[src/rtl/fare_select_frame_pkg.sv]
// Shared state encoding, factory fare table and one-hot helpers for the
// ticket-selection front end.
package fare_pkg;

   typedef enum logic [2:0] {
      IDLE,
      HDR,
      FEE,
      SID,
      DONE,
      WREL
   } state_t;

   localparam int MAX_ST      = 16;
   localparam int DEF_ENTRIES = 8;

   // Factory table loaded on every reset; entries past the end come up unprogrammed.
   localparam int DEF_FEE [DEF_ENTRIES] = '{16, 23, 26, 30, 33, 37, 40, 44};
   localparam int DEF_ID  [DEF_ENTRIES] = '{1, 2, 3, 4, 5, 6, 7, 23};

   function automatic logic is_onehot(input logic [MAX_ST-1:0] v);
      return (v != '0) && ((v & (v - MAX_ST'(1))) == '0);
   endfunction

   function automatic logic [3:0] onehot_to_idx(input logic [MAX_ST-1:0] v);
      logic [3:0] idx;
      idx = '0;
      for (int i = 0; i < MAX_ST; i++) begin
         if (v[i]) idx = 4'(i);
      end
      return idx;
   endfunction

endpackage

[src/rtl/fare_select_frame_if.sv]
// Beat stream from the ticket selector to the payment/compare logic.
interface fare_select_frame_if #(
   parameter int DW = 8
);
   logic          out_valid;
   logic          out_ready;
   logic [DW-1:0] out_data;
   logic          out_last;

   modport master (
      output out_valid,
      output out_data,
      output out_last,
      input  out_ready
   );

   modport slave (
      input  out_valid,
      input  out_data,
      input  out_last,
      output out_ready
   );

endinterface

[src/rtl/fare_select_frame_debounce.sv]
// Generic button debouncer: registers the raw inputs and flags a pattern as
// stable once it has been sampled DEB_CYC times in a row.
module button_debounce #(
   parameter int WIDTH   = 8,
   parameter int DEB_CYC = 4
) (
   input  logic             clk,
   input  logic             rst,
   input  logic [WIDTH-1:0] raw,
   output logic [WIDTH-1:0] stable_pat,
   output logic             stable
);

   localparam int            CW      = $clog2(DEB_CYC + 1);
   localparam logic [CW-1:0] CNT_MAX = CW'(DEB_CYC);

   logic [WIDTH-1:0] raw_q;
   logic [CW-1:0]    cnt_q;
   logic [CW-1:0]    cnt_d;

   // Counting the incoming sample against the held one keeps cnt_q equal to
   // the number of identical samples currently sitting in raw_q.
   always_comb begin
      cnt_d = cnt_q;
      if (raw != raw_q) begin
         cnt_d = CW'(1);
      end else if (cnt_q != CNT_MAX) begin
         cnt_d = cnt_q + CW'(1);
      end
   end

   always_ff @(posedge clk or posedge rst) begin
      if (rst) begin
         raw_q <= '0;
         cnt_q <= '0;
      end else begin
         raw_q <= raw;
         cnt_q <= cnt_d;
      end
   end

   assign stable_pat = raw_q;
   assign stable     = (cnt_q == CNT_MAX);

endmodule

[src/rtl/fare_select_frame.sv]
// Ticket-selection front end: debounced station press -> fare table lookup ->
// three-beat frame (header, fare, station ID) on a valid/ready stream.
module fare_select_frame
   import fare_pkg::*;
#(
   parameter int NUM_ST  = 8,
   parameter int DW      = 8,
   parameter int DEB_CYC = 4
) (
   input  logic                      clk,
   input  logic                      rst,
   input  logic [NUM_ST-1:0]         but,
   input  logic                      cfg_we,
   input  logic [$clog2(NUM_ST)-1:0] cfg_addr,
   input  logic [DW-1:0]             cfg_fee,
   input  logic [DW-1:0]             cfg_id,
   fare_select_frame_if.master       out_if,
   output logic                      done,
   output logic                      err,
   output logic                      busy
);

   localparam int AW = $clog2(NUM_ST);

   logic [NUM_ST-1:0] stablePat;
   logic              stable;
   logic              patOneHot;
   logic              patZero;
   logic [AW-1:0]     patIdx;
   logic [DW-1:0]     patFee;

   logic [DW-1:0]     feeTab_q [NUM_ST];
   logic [DW-1:0]     idTab_q  [NUM_ST];

   state_t            state_q;
   logic [DW-1:0]     feeSnap_q;
   logic [DW-1:0]     idSnap_q;
   logic [DW-1:0]     data_q;
   logic              valid_q;
   logic              last_q;
   logic              done_q;
   logic              err_q;
   logic              busy_q;

   button_debounce #(
      .WIDTH   (NUM_ST),
      .DEB_CYC (DEB_CYC)
   ) u_debounce (
      .clk        (clk),
      .rst        (rst),
      .raw        (but),
      .stable_pat (stablePat),
      .stable     (stable)
   );

   assign patOneHot = is_onehot(MAX_ST'(stablePat));
   assign patZero   = (stablePat == '0);
   assign patIdx    = AW'(onehot_to_idx(MAX_ST'(stablePat)));
   assign patFee    = feeTab_q[patIdx];

   // Fare table; the FSM snapshots from it, so later writes never reach a frame in flight.
   always_ff @(posedge clk or posedge rst) begin
      if (rst) begin
         for (int i = 0; i < NUM_ST; i++) begin
            feeTab_q[i] <= (i < DEF_ENTRIES) ? DW'(DEF_FEE[i % DEF_ENTRIES]) : '0;
            idTab_q[i]  <= (i < DEF_ENTRIES) ? DW'(DEF_ID[i % DEF_ENTRIES])  : '0;
         end
      end else if (cfg_we && (32'(cfg_addr) < NUM_ST)) begin
         feeTab_q[cfg_addr] <= cfg_fee;
         idTab_q[cfg_addr]  <= cfg_id;
      end
   end

   always_ff @(posedge clk or posedge rst) begin
      if (rst) begin
         state_q   <= IDLE;
         feeSnap_q <= '0;
         idSnap_q  <= '0;
         data_q    <= '0;
         valid_q   <= 1'b0;
         last_q    <= 1'b0;
         done_q    <= 1'b0;
         err_q     <= 1'b0;
         busy_q    <= 1'b0;
      end else begin
         done_q <= 1'b0;
         err_q  <= 1'b0;
         unique case (state_q)
            IDLE: begin
               if (stable && !patZero) begin
                  busy_q <= 1'b1;
                  if (patOneHot && (patFee != '0)) begin
                     feeSnap_q <= patFee;
                     idSnap_q  <= idTab_q[patIdx];
                     data_q    <= DW'(patIdx) + DW'(1);
                     valid_q   <= 1'b1;
                     last_q    <= 1'b0;
                     state_q   <= HDR;
                  end else begin
                     err_q   <= 1'b1;
                     state_q <= WREL;
                  end
               end
            end
            HDR: begin
               if (out_if.out_ready) begin
                  data_q  <= feeSnap_q;
                  state_q <= FEE;
               end
            end
            FEE: begin
               if (out_if.out_ready) begin
                  data_q  <= idSnap_q;
                  last_q  <= 1'b1;
                  state_q <= SID;
               end
            end
            SID: begin
               if (out_if.out_ready) begin
                  data_q  <= '0;
                  valid_q <= 1'b0;
                  last_q  <= 1'b0;
                  done_q  <= 1'b1;
                  state_q <= DONE;
               end
            end
            DONE: begin
               state_q <= WREL;
            end
            // Holding here until the buttons are released is what limits a held press to one frame.
            WREL: begin
               if (stable && patZero) begin
                  busy_q  <= 1'b0;
                  state_q <= IDLE;
               end
            end
            default: begin
               state_q <= IDLE;
            end
         endcase
      end
   end

   assign out_if.out_valid = valid_q;
   assign out_if.out_data  = data_q;
   assign out_if.out_last  = last_q;
   assign done             = done_q;
   assign err              = err_q;
   assign busy             = busy_q;

endmodule

[src/flat_wrapper.sv]
// flat-port wrapper written by rule: the top's interface ports become plain ports
module fare_select_frame_flat import fare_pkg::*;
#(
   parameter int NUM_ST  = 8,
   parameter int DW      = 8,
   parameter int DEB_CYC = 4
)
  (clk, rst, but, cfg_we, cfg_addr, cfg_fee, cfg_id, done, err, busy, out_if_out_valid, out_if_out_data, out_if_out_last, out_if_out_ready);
  fare_select_frame_if #(.DW(DW)) out_if_i ();
  input  logic clk;
  input  logic rst;
  input  logic [NUM_ST-1:0] but;
  input  logic cfg_we;
  input  logic [$clog2(NUM_ST)-1:0] cfg_addr;
  input  logic [DW-1:0] cfg_fee;
  input  logic [DW-1:0] cfg_id;
  output logic done;
  output logic err;
  output logic busy;
  output wire logic [$bits(out_if_i.out_valid)-1:0] out_if_out_valid;
  output wire logic [$bits(out_if_i.out_data)-1:0] out_if_out_data;
  output wire logic [$bits(out_if_i.out_last)-1:0] out_if_out_last;
  input wire logic [$bits(out_if_i.out_ready)-1:0] out_if_out_ready;
  assign out_if_out_valid = out_if_i.out_valid;
  assign out_if_out_data = out_if_i.out_data;
  assign out_if_out_last = out_if_i.out_last;
  assign out_if_i.out_ready = out_if_out_ready;
  fare_select_frame #(.NUM_ST(NUM_ST), .DW(DW), .DEB_CYC(DEB_CYC)) u_core (.clk(clk), .rst(rst), .but(but), .cfg_we(cfg_we), .cfg_addr(cfg_addr), .cfg_fee(cfg_fee), .cfg_id(cfg_id), .out_if(out_if_i), .done(done), .err(err), .busy(busy));
endmodule
[config.mk]
export PLATFORM = sky130hd
export DESIGN_NAME = fare_select_frame_flat
export DESIGN_NICKNAME = d
export VERILOG_FILES = /design/src/rtl/fare_select_frame_pkg.sv /design/src/rtl/fare_select_frame_if.sv /design/src/rtl/fare_select_frame_debounce.sv /design/src/rtl/fare_select_frame.sv /design/src/flat_wrapper.sv
export SDC_FILE = /design/constraint.sdc
export NUM_CORES = 1
export LEC_CHECK = 0
export BUFFER_PORTS_ARGS = -buffer_cell sky130_fd_sc_hd__buf_2
export CORE_MARGIN = 10
export CORE_UTILIZATION = 57
export CTS_BUF_LIST = sky130_fd_sc_hd__clkbuf_4
export DETAILED_ROUTE_END_ITERATION = 8
export HOLD_SLACK_MARGIN = 0.15
export PLACE_DENSITY = 0.84
export SYNTH_ARGS = -nofsm -noshare
export SYNTH_HDL_FRONTEND = slang
export SYNTH_SLANG_ARGS = --single-unit
[constraint.sdc]
create_clock -name clk -period 4.4 [get_ports clk]
set_input_delay 0.22 -clock clk [delete_from_list [all_inputs] [get_ports clk]]
set_output_delay 0.22 -clock clk [all_outputs]
set_load 0.02 [all_outputs]
==> key figures, run 1 <==
Hold path
  • Hold Path Class: in -> reg

Global route
  • Tot GR Track Use: 19.1%
  • Initial antenna violation count: 1
  • Largest net degree at the start of global routing: 172
  • First-pass GRT wire length: 30500 um
  • Vias in the first global route: 5941
  • Grt ovf: 0

Run status
  • Outcome: completed

Floorplan
  • Die W: 140 um
  • Core area: 14000 um^2
  • Starting density of the core: 58.4%
  • IO Pins: 44
  • DIE AREA: 19500 um^2
  • Std-Cell Rows: 43
  • Die Y: 140 um

Synthesis
  • Yosys cell types: 55
  • Yosys warning count: 0
  • FF+latch count, synth: 171
  • Mapped Area: 8170 um^2
  • Ys flop type: dfrtp_1
  • Mapped Cells: 694
  • Async set-reset flop share out of synthesis: 100%
  • Seq/Total Area, Yosys: 52.9%
  • Post-synth EDFFs: 0
  • Syn Area/Cell: 11.8 um^2
  • Synth Net Count: 728

Routing
  • Via-per-instance ratio: 6.10
  • Post-Route WL: 18300 um
  • Post-DR wirelength/cell: 19.4 um
  • DR vias: 5755
  • Post-route ant nets: 0
  • # DRC: 0
  • First drt pass iteration count: 4
  • Drt initial violations: 415

STA
  • Worst slew pin tran: 1.15 ns
  • Hold Vio Cnt, Final: 0
  • RSZ-0062 raised after global routing: no
  • Post-route setup TNS: 0 ns
  • Slew HR: 23.4%
  • Worst Slack Setup Final: 0.708 ns
  • # setup viols final: 0
  • Peak Freq: 271 MHz
  • Skew final: 0.00978 ns
  • Final period util: 83.9%
  • Slew Limit Fails: 0
  • Fin crit period: 3.69 ns

Run
  • Max-Cap Viols: 0

Place
  • IO Port Bufs: 43
  • Post-DP HPWL: 12000 um
  • Placer Congestion: 0.905
  • Pre-CTS WS: 0.789 ns

Clocking
  • Post-cts resize count: 0
  • CTS max path bufs: 2
  • CTS tree: done
  • Cts bufs inserted: 17
  • Level count of the clock H-tree: 4
  • Latest clock arrival within the worst-skew pair: 0.58 ns
  • Root Buffer: clkbuf_4
  • Clock transition at path regs: 0.14 ns
  • Sink Count: 171

Final layout
  • Nets: 784
  • Layout cells sized above 1: 37.2%
  • Commonest non-fill, non-tap cells in the layout: dfrtp_1, mux2_2, nor2_1
  • Commonest non-fill, non-tap cell in the layout: dfrtp_1
  • Area grow syn2layout: 11.3%

Pwr
  • Peak supply drop: 0.000194 V
  • Cell area power density: 396 nW/um^2
  • Leak pwr: 3.89 nW
  • Power Total: 0.00360 W

Setup path
  • CP endpoint kind: flop
  • Worst Setup Start Kind: flop
  • Data arrival, critical path: 4.17 ns
  • Crit path max fanout: 24
  • Critical Path RT: 4.88 ns
  • CP Class: reg -> reg
kinds of logic (layout without fill, tap and decap cells):
group / Yosys count / after routing / synth area share, %
xor gates and xnor gates: 11 / 11 / 1.18
muxes: 161 / 161 / 22.6
buffers and inverters: 49 / 118 / 2.92
and+or+nand+nor: 200 / 200 / 11.4
adders and majority gates: 4 / 4 / 0.582
other: 0 / 1 / 0
AOI/OAI and AO/OA: 98 / 98 / 8.39
DFF: 171 / 171 / 52.9
layout make-up:
class / count / area, um^2
clock buffers: 18 / 135
inverters: 6 / 26.3
multi-input cells: 474 / 3660
well taps: 180 / 225
flip-flops and latches: 171 / 4330
clock inverters: 14 / 154
diodes: 1 / 2.50
repair buffers: 80 / 571
fillers: 1019 / 4890
worst max-delay path, stage by stage, from the launching register on:
cell,delay (ns)
dfrtp_1,0.70
o31ai_4,1.08
mux2i_1,0.27
o221ai_1,0.19
nor4_1,0.44
buf_4,0.24
a21oi_2,0.08
buf_4,0.24
mux2_4,0.34
cells in the mapped netlist (5+ instances only):
cell type / count / area, um^2
a211oi_1: 8 / 60.1
a21oi_1: 19 / 95.1
a22oi_1: 5 / 37.5
buf_6: 7 / 78.8
clkbuf_1: 31 / 116
dfrtp_1: 133 / 3330
dfstp_2: 38 / 998
mux2_2: 132 / 1490
mux2_4: 14 / 210
mux2i_1: 13 / 130
nand2_1: 54 / 203
nand3_1: 21 / 105
nor2_1: 72 / 270
nor2b_1: 16 / 100
nor3_1: 12 / 60.1
nor4_1: 6 / 37.5
o211ai_1: 13 / 97.6
o21ai_0: 20 / 100
o221ai_1: 6 / 52.6
o22ai_1: 6 / 37.5
xor2_1: 10 / 87.6
layer usage:
layer  global-route usage [%]  vias up  wire (um)
li1                         -     2594          -
met5                        0        -          0
met1                     24.3     2899       7830
met2                     30.3      217       8850
met4                     8.42        0        437
met3                     4.22       45       1190
worst paths after layout:
kind | from | slack [ns] | to | cells after the start
setup / recovery | u_core.u_debounce.stable_pat[6]$_DFF_PP0_ | 0.71 | u_core.idSnap_q[3]$_DFFE_PP0P_ | 8
hold / removal | cfg_we | 0.30 | u_core.idTab_q[51]$_DFFE_PP0P_ | 4
setup reg to reg | u_core.u_debounce.stable_pat[6]$_DFF_PP0_ | 0.71 | u_core.idSnap_q[3]$_DFFE_PP0P_ | 8
hold reg to reg | u_core.feeTab_q[55]$_DFFE_PP0P_ | 0.52 | u_core.feeTab_q[55]$_DFFE_PP0P_ | 1
max in group asynchronous | rst | 3.34 | u_core.u_debounce.stable_pat[7]$_DFF_PP0_ | 4
min in group asynchronous | rst | 0.39 | u_core.feeTab_q[14]$_DFFE_PP0P_ | 4
where the power goes:
part	switching, W	total [W]	internal, W
clock network	0.000531	0.000922	0.000391
logic	0.000291	0.000624	0.000333
registers	0.000168	0.00206	0.00189
total	0.000990	0.00360	0.00261
metrics by stage:
| step | util, % | hold WS (ns) | cell area [um^2] | instances |
|---|---|---|---|---|
| after global routing | 65.0 | 0.291 | 9100 | 944 |
| after global placement | 61.1 | 0.353 | 8550 | 885 |
| after floorplan | - | 0.251 | 8180 | 694 |
| after detailed placement | 61.1 | 0.356 | 8550 | 885 |
| final | 65.0 | 0.297 | 9100 | 944 |
| after CTS | 65.0 | 0.271 | 9100 | 943 |
state kept, by name, summed over array words and instances (netlist names):
register,flops
u_core.out_if.out_valid,1
u_core.feeTab_q,64
u_core.u_debounce.cnt_q,3
u_core.state_q,3
u_core.busy,1
u_core.u_debounce.stable_pat,8
u_core.out_if.out_data,8
u_core.idTab_q,64
u_core.out_if.out_last,1
u_core.err,1
u_core.feeSnap_q,8
u_core.done,1
u_core.idSnap_q,8
repair_timing:
item	in CTS	in global routing
setup buffers	0	0
hold buffers	26	0
hold endpoints to repair	281	0
No activity file was read; power rests on OpenSTA's default activity.
==> run 2: changes to the inputs <==
==> constraint.sdc (replaced) <==
create_clock -name clk -period 3.32 [get_ports clk]
set_input_delay 0.166 -clock clk [delete_from_list [all_inputs] [get_ports clk]]
set_output_delay 0.166 -clock clk [all_outputs]
set_load 0.02 [all_outputs]
==> key figures, run 2 (same netlist as run 1, synthesis figures left out) <==
Setup path
  • Capture point of the worst reg-to-reg path: u_core.idSnap_q[1]$_DFFE_PP0P_
  • Worst path cell trace: nor3b_2, nor3_2, buf_4, mux2_1, nand2_1, o211ai_1, nor4_1, a21oi_4, mux2_4
  • Crit path max fanout: 18 (-25%)
  • Critical Path RT: 3.77 ns (-1.11 ns)
  • CP max stage cell: nor4_1
  • Worst reg-to-reg path cell count: 9 (+1)
  • CP Class: reg -> reg
  • Worst Setup Start Kind: flop
  • CP startpoint: u_core.u_debounce.stable_pat[4]$_DFF_PP0_
  • CP peak stage delay: 0.63 ns (-0.45 ns)
  • Flop2flop setup slack: 0.19 ns (-0.52 ns)
  • CP endpoint kind: flop
  • Crit path to: u_core.idSnap_q[1]$_DFFE_PP0P_
  • RR Startpoint: u_core.u_debounce.stable_pat[4]$_DFF_PP0_
  • Data arrival, critical path: 3.58 ns (-0.59 ns)

STA
  • Fin crit period: 3.13 ns (-0.562 ns)
  • # setup viols final: 0 (unchanged)
  • Hold WS: 0.267 ns (-0.0300 ns)
  • Skew final: 0.0197 ns (+0.00995 ns)
  • Worst slew pin tran: 0.876 ns (-0.273 ns)
  • Hold Vio Cnt, Final: 0 (unchanged)
  • Slew HR: 41.6% (+18 points)
  • Post-route setup TNS: 0 ns (unchanged)
  • RSZ-0062 raised after global routing: no
  • Final period util: 94.3% (+10 points)
  • Peak Freq: 319 MHz (+18%)
  • Worst Slack Setup Final: 0.189 ns (-0.518 ns)
  • Slew Limit Fails: 0 (unchanged)

Routing
  • DR top layer: met4
  • First drt pass iteration count: 5 (+1)
  • Post-Route WL: 18200 um (-0.45%)
  • Metal2 WL: 9220 um (+4.2%)
  • Post-route ant nets: 0 (unchanged)
  • DRT met1 WL: 7980 um (+2.0%)
  • Drt initial violations: 516 (+24%)
  • # DRC: 0 (unchanged)
  • Via-per-instance ratio: 5.98 (-1.9%)
  • DR vias: 5738 (-0.30%)
  • Post-DR wirelength/cell: 19.0 um (-2.0%)
  • Routed wl met3: 762 um (-36%)

Global route
  • Initial antenna violation count: 1 (unchanged)
  • Vias in the first global route: 5966 (+0.42%)
  • First-pass GRT wire length: 30300 um (-0.75%)
  • Largest net degree at the start of global routing: 172 (unchanged)
  • Grt ovf: 0 (unchanged)
  • Tot GR Track Use: 18.7% (-0.34 points)

Place
  • IO Port Bufs: 43 (unchanged)
  • Cell Count Post-Placement: 901 (+1.8%)
  • Placer Congestion: 0.842 (-7.0%)
  • Pre-CTS WS: -0.0527 ns (-0.842 ns)
  • Post-DP HPWL: 12100 um (+0.56%)

Final layout
  • Top Registers: u_core.feeTab_q x64, u_core.idTab_q x64
  • Commonest non-fill, non-tap cells in the layout: dfrtp_1, mux2_2, nor2_1
  • Layout cells sized above 1: 38.6% (+1.3 points)
  • Non-Filler Instances: 959 (+1.6%)
  • Commonest non-fill, non-tap cell in the layout: dfrtp_1
  • Area grow syn2layout: 12.4%
  • Fillers: 1008 (-1.1%)
  • Nets: 800 (+2.0%)

Pwr
  • Peak supply drop: 0.000233 V (+20%)
  • Switching share of total power: 27.0% (-0.44 points)
  • Pint: 0.00341 W (+30%)
  • Power Total: 0.00467 W (+30%)
  • Clock power share: 24.0% (-1.6 points)
  • Leak pwr: 3.95 nW (+1.5%)
  • NetSw: 0.00126 W (+28%)
  • Reg power frac: 58.0% (+0.9 points)
  • Cell area power density: 508 nW/um^2 (+28%)
  • Logic pwr share: 18.0% (+0.7 points)

Clocking
  • Root Buffer: clkbuf_4
  • Latest clock arrival within the worst-skew pair: 0.56 ns (-0.02 ns)
  • Post-CTS setup buffer count: 0 (unchanged)
  • Sink Count: 171 (unchanged)
  • Clock transition at path regs: 0.12 ns (-0.02 ns)
  • Cts bufs inserted: 17 (unchanged)
  • CTS max path bufs: 2 (unchanged)
  • CTS tree: done
  • Level count of the clock H-tree: 4 (unchanged)

Floorplan
  • Die W: 140 um (unchanged)
  • Core area: 14000 um^2 (unchanged)
  • Starting density of the core: 58.4% (unchanged)
  • Std-Cell Rows: 43 (unchanged)
  • DIE AREA: 19500 um^2 (unchanged)
  • IO Pins: 44 (unchanged)
  • Die Y: 140 um (unchanged)

Hold path
  • Hold Path Class: in -> reg

Run
  • Max-Cap Viols: 0 (unchanged)

Run status
  • Outcome: completed
## run 2: cell type report
class	count	area [um^2]	area share, %
Clock inverter	11	105	1.14
Sequential cell	171	4330	47.1
Multi-Input combinational cell	474	3650	39.7
Timing Repair Buffer	96	703	7.65
Tap cell	180	225	2.45
Antenna cell	1	2.50	0.0272
Clock buffer	20	150	1.63
Inverter	6	26.3	0.286
## run 2: worst max-delay path, delay by kind of cell (launching register included)
family / cells / cell delay (ns)
buf+inv: 1 / 0.22
flops: 1 / 0.61
mux: 2 / 0.74
compound gates: 2 / 0.47
simple gates: 4 / 0.98
## run 2: what timing repair did
| item | CTS | global route |
|---|---|---|
| setup endpoints to repair | 11 | 8 |
| gates resized for setup | 1 | 1 |
| hold buffers | 26 | 0 |
| endpoints found under the hold margin | 281 | 0 |
## run 2: power by group through the flow
stage	registers [W]	clock network [W]	logic, W
6_report	0.00271	0.00112	0.000843
4_1_cts	0.00270	0.00114	0.000843
3_3_place_gp	0.00271	0	0.000768
3_5_place_dp	0.00274	0	0.000814
5_1_grt	0.00274	0.00122	0.000935
2_1_floorplan	0.00267	0	0.000634
## run 2: how the worst min path moves through the flow
stage / startpoint / to / depth (start not counted)
after floorplan: but[0] / u_core.u_debounce.stable_pat[0]$_DFF_PP0_ / 0
after global placement: but[0] / u_core.u_debounce.stable_pat[0]$_DFF_PP0_ / 1
after detailed placement: but[1] / u_core.u_debounce.stable_pat[1]$_DFF_PP0_ / 1
after CTS: but[1] / u_core.u_debounce.stable_pat[1]$_DFF_PP0_ / 2
after global routing: but[0] / u_core.u_debounce.stable_pat[0]$_DFF_PP0_ / 2
final: but[1] / u_core.u_debounce.stable_pat[1]$_DFF_PP0_ / 2
## run 2: stage by stage
| step | cell area, um^2 | util [%] |
|---|---|---|
| final | 9190 | 65.7 |
| after global routing | 9190 | 65.7 |
| after CTS | 9180 | 65.6 |
| after detailed placement | 8650 | 61.9 |
| after global placement | 8650 | 61.9 |
| after floorplan | 8180 | - |
## run 2: per-layer routing
metal	global-route usage, %	up-vias
met5	0	-
met4	6.63	0
met3	3.47	20
met2	31.2	174
met1	23.7	2930
li1	-	2614
